$ cat src/rtl/wb_arbiter.sv
// rtl/wb_arbiter.sv - writeback arbiter: merges ALU and load results into an in-order FIFO feeding the regfile write port
module wb_arbiter #(
    parameter int DATAWIDTH = 32,
    parameter int DEPTH     = 4,
    parameter bit DROP_R0   = 1'b1
) (
    input  logic                   clk,
    input  logic                   resetn,
    input  logic                   flush,
    input  logic                   alu_valid,
    output logic                   alu_ready,
    input  logic [4:0]             alu_reg,
    input  logic [DATAWIDTH-1:0]   alu_data,
    input  logic                   mem_valid,
    output logic                   mem_ready,
    input  logic [4:0]             mem_reg,
    input  logic [DATAWIDTH-1:0]   mem_data,
    output logic                   write,
    output logic [4:0]             writeReg,
    output logic [DATAWIDTH-1:0]   writeData,
    input  logic [4:0]             chk_reg,
    output logic                   hazard,
    output logic [$clog2(DEPTH):0] count
);
    localparam int AW = $clog2(DEPTH);
    localparam int CW = AW + 1;

    logic [4:0]           r_reg_mem  [DEPTH];
    logic [DATAWIDTH-1:0] r_data_mem [DEPTH];
    logic [AW-1:0]        r_head;
    logic [AW-1:0]        r_tail;
    logic [CW-1:0]        r_count;
    logic                 r_write;
    logic [4:0]           r_write_reg;
    logic [DATAWIDTH-1:0] r_write_data;

    logic                 w_full;
    logic                 w_mem_push;
    logic                 w_alu_push;
    logic                 w_push;
    logic                 w_pop;
    logic [4:0]           w_push_reg;
    logic [DATAWIDTH-1:0] w_push_data;
    logic                 w_hazard;

    // Readies depend only on registered occupancy and flush; memory wins over ALU.
    assign w_full      = (r_count == CW'(DEPTH));
    assign mem_ready   = !w_full && !flush;
    assign alu_ready   = !w_full && !flush && !mem_valid;
    assign w_mem_push  = mem_valid && mem_ready;
    assign w_alu_push  = alu_valid && alu_ready;
    assign w_push      = w_mem_push || w_alu_push;
    assign w_push_reg  = w_mem_push ? mem_reg  : alu_reg;
    assign w_push_data = w_mem_push ? mem_data : alu_data;
    assign w_pop       = (r_count != '0) && !flush;

    assign write     = r_write;
    assign writeReg  = r_write_reg;
    assign writeData = r_write_data;
    assign count     = r_count;
    assign hazard    = w_hazard;

    // Storage is not reset: only entries inside head..head+count-1 are ever observed.
    always_ff @(posedge clk) begin
        if (w_push) begin
            r_reg_mem[r_tail]  <= w_push_reg;
            r_data_mem[r_tail] <= w_push_data;
        end
    end

    // Pointer, occupancy and write-port registers; flush discards everything pending.
    always_ff @(posedge clk or negedge resetn) begin
        if (!resetn) begin
            r_head       <= '0;
            r_tail       <= '0;
            r_count      <= '0;
            r_write      <= 1'b0;
            r_write_reg  <= '0;
            r_write_data <= '0;
        end else if (flush) begin
            r_head  <= '0;
            r_tail  <= '0;
            r_count <= '0;
            r_write <= 1'b0;
        end else begin
            if (w_pop) begin
                r_write_reg  <= r_reg_mem[r_head];
                r_write_data <= r_data_mem[r_head];
                r_write      <= !(DROP_R0 && (r_reg_mem[r_head] == 5'd0));
                r_head       <= r_head + 1'b1;
            end else begin
                r_write <= 1'b0;
            end
            if (w_push) begin
                r_tail <= r_tail + 1'b1;
            end
            case ({w_push, w_pop})
                2'b10:   r_count <= r_count + 1'b1;
                2'b01:   r_count <= r_count - 1'b1;
                default: r_count <= r_count;
            endcase
        end
    end

    // Hazard scans queued entries only; the entry on the write port is forwarded by the regfile.
    always_comb begin
        w_hazard = 1'b0;
        for (int i = 0; i < DEPTH; i++) begin
            if ((CW'(i) < r_count) && (chk_reg != 5'd0) &&
                (r_reg_mem[r_head + AW'(i)] == chk_reg)) begin
                w_hazard = 1'b1;
            end
        end
    end
endmodule

$ cat config.mk
export PLATFORM = sky130hd
export DESIGN_NAME = wb_arbiter
export DESIGN_NICKNAME = d
export VERILOG_FILES = /design/src/rtl/wb_arbiter.sv
export SDC_FILE = /design/constraint.sdc
export NUM_CORES = 1
export LEC_CHECK = 0
export CELL_PAD_IN_SITES_DETAIL_PLACEMENT = 0
export CELL_PAD_IN_SITES_GLOBAL_PLACEMENT = 1
export CORE_ASPECT_RATIO = 1.1
export CORE_UTILIZATION = 45
export DETAILED_ROUTE_END_ITERATION = 10
export PLACE_DENSITY = 0.76
export SYNTH_ARGS = -nofsm -noshare
export SYNTH_HDL_FRONTEND = slang
export SYNTH_SLANG_ARGS = --single-unit
$ cat constraint.sdc
create_clock -name clk -period 3 [get_ports clk]
set_input_delay 0.6 -clock clk [delete_from_list [all_inputs] [get_ports clk]]
set_output_delay 0.6 -clock clk [all_outputs]
set_load 0.005 [all_outputs]
==> results.cfg <==
[timing]
post-route-period-util_pct = 98.4
setup_violations = 0
setup-tns-final_ns = 0
hold_ws_ns = 0.0986
max_slew.worst_pin.slew_ns = 1.07
rsz0062_at_grt = yes
slew_viol_final = 0
timing.slew.headroom_pct = 28.5
fin_crit_ns = 2.95
fin_skew_ns = 0.00875
fmax_mhz = 339
hold_viol = 0

[finish]
syn_to_final_growth_pct = 26.8
layout.nets = 771
final_cell_mix = 148 x edfxtp_1, 125 x clkdlybuf4s50_1, 106 x nand2_1, 43 x mux2_2, 43 x dfrtp_1
fin_area_sq_mm = 0.0108
diodes = 0
mostFrequentLayoutCell = edfxtp_1
drive_above_1_share_pct = 24.0

[drt]
final_antenna_net_count = 0
vias = 4914
drt_iter0_markers = 276
routedWlPerCell_um = 18.4
drc = 0
wirelength_um = 17200
first_pass_iters = 4
viasPerCell = 5.26

[clocking]
cts_max_level = 4
cts_made_buffers = 17
numClockSinks = 193
clk_pin_slew_ns = 0.06
hold_buffers = 0
clock_latency_ns = 0.43
cts_root_buf = clkbuf_16
clock_path_buffers = 2
cts_tree = done

[synth]
synth_enable_flop_cells = 148
yosysWarnings = 0
yosysSeqAreaShare_pct = 65.5
synth.net_count = 622
ys_async_sr_fraction_pct = 23.3
synthMuxAreaShare_pct = 19.8
synthFlopType = edfxtp_1
syn_area_sq_mm = 0.00851
synth_top_family_by_area = multiplexers
synth_xor_area_share_pct = 2.26
syn_avg_cell_area_sq_um = 16.1
synth.distinct_cells = 38
synth_compound_area_share_pct = 1.82
synthAdderAreaFrac_pct = 1.18
ys_seq_elements = 193
netlist_instances = 530
synth-simple-area-share_pct = 7.06

[floorplan]
rows = 52
io_pins = 128
die_y_um = 146
dieWidth_um = 133
initial_utilization_pct = 46.1
core_sq_mm = 0.0185
dieArea_sq_mm = 0.0195

[global_routing]
track_usage_pct = 19.3
antenna_found_initial = 0
grt_pass1_vias = 5338
grt.overflow.total = 0
grt_max_degree = 39
grt_first_pass_wirelength_um = 28100

[placement]
gp_congestion = 0.781
hpwl_um = 11200
port_buffers = 127
placed_area_sq_mm = 0.0101

[setup_path]
start_kind = flop
r2r_start = count[0]
cp-end-kind = primary output
regToRegSetupSlack_ns = 0.50
path_max_fanout = 7
path_class = reg2out
worstRegToRegCells = 5
r2r-end = r_data_mem[2][23]
crit_arrival_ns = 2.35
worstPathRequired_ns = 2.40

[worst_hold_path]
hold_class = in2async

[run]
drv_cap = 0

[status]
status = finished, final reports clean

[power]
leakagePower_uw = 0.00393
p_int_uw = 6050
clkPwrFrac_pct = 25.0
p_sw_uw = 2420
powerDensity_mw_per_mm2 = 785
p_comb_share_pct = 32.4
power_frac_seq_pct = 42.6
swShare_pct = 28.5
ir_drop_mv = 0.456
==> cells by family (layout without fill, tap and decap cells) <==
kind of cell,count (synthesis),after routing
muxes,102,102
DFF,193,193
adders and majority gates,8,8
and+or+nand+nor,142,142
AOI/OAI and AO/OA,25,25
xor gates and xnor gates,22,22
buffers and inverters,38,200
==> synthesized netlist by cell type, drive strengths merged (5+ instances only) <==
| library cell | number | share of area [%] |
|---|---|---|
| inv | 5 | 0.22 |
| clkbuf | 12 | 0.53 |
| mux2 | 43 | 5.7 |
| xor2 | 16 | 1.6 |
| dfrtp | 45 | 13 |
| buf | 21 | 1.7 |
| a21oi | 6 | 0.35 |
| mux2i | 12 | 1.4 |
| o21ai | 9 | 0.53 |
| nand2 | 107 | 4.7 |
| ha | 8 | 1.2 |
| xnor2 | 6 | 0.62 |
| nor2 | 13 | 0.57 |
| mux4 | 47 | 13 |
| edfxtp | 148 | 52 |
==> sequential cells by signal, summed over array words and instances, names as in the netlist <==
| name | count |
|---|---|
| r_data_mem | 128 |
| writeData | 32 |
| r_reg_mem | 20 |
| writeReg | 5 |
| count | 3 |
| r_head | 2 |
| r_tail | 2 |
| write | 1 |
==> stage by stage <==
step | std cells | setup WS, ns | util [%] | power [uW]
final | 935 | 0.0485 | 58.4 | 8470
after global routing | 935 | -0.0857 | 58.4 | 8950
after CTS | 935 | -0.00398 | 58.4 | 8570
after detailed placement | 895 | -0.0618 | 54.9 | 6360
after global placement | 895 | -0.0923 | 54.9 | 6290
after floorplan | 530 | 0.542 | - | 5230
==> how the worst max path moves through the flow <==
| stage | endpoint | start |
|---|---|---|
| 4_1_cts | hazard | r_head[0] |
| 3_5_place_dp | hazard | chk_reg[0] |
| 5_1_grt | hazard | r_head[0] |
| 6_report | hazard | r_head[0] |
| 2_1_floorplan | r_data_mem[0][0] | count[0] |
| 3_3_place_gp | hazard | chk_reg[0] |
==> repair_timing <==
| action | in CTS | in global routing |
|---|---|---|
| setup endpoints to repair | 1 | 1 |
| pin swaps | 5 | 1 |
| setup buffers | 8 | 0 |
| gates resized for setup | 9 | 0 |
==> power by group through the flow <==
stage	Combinational (uW)	Sequential (uW)	Clock (uW)
6_report	2750	3600	2120
5_1_grt	3020	3660	2270
4_1_cts	2800	3610	2160
3_5_place_dp	2670	3690	0
3_3_place_gp	2630	3670	0
2_1_floorplan	1600	3620	0
==> critical path, stage by stage, from the launching register on <==
cell       delay (ns)
dfrtp_4          0.49
buf_12           0.15
buf_6            0.11
mux4_2           0.42
xor2_1           0.16
nor4_2           0.25
o2111ai_1        0.14
nand4_1          0.09
buf_2            0.11
==> metal layers <==
metal,global-route usage [%],up-vias,wire length (um)
met5,0,-,0
met4,7.56,0,225
met3,2.95,16,587
met2,34.0,129,9220
met1,24.0,2478,7220
li1,-,2291,-
==> cell type report <==
| type | count | area (sq um) |
|---|---|---|
| tap | 243 | 304 |
| timing repair buffer | 163 | 1580 |
| sequential | 193 | 5580 |
| fill | 1462 | 7690 |
| inverter | 5 | 18.8 |
| clock buffer | 19 | 443 |
| clock inverter | 13 | 113 |
| multi-input combinational | 299 | 2750 |
Note: power is estimated with default switching activity, not from simulation.
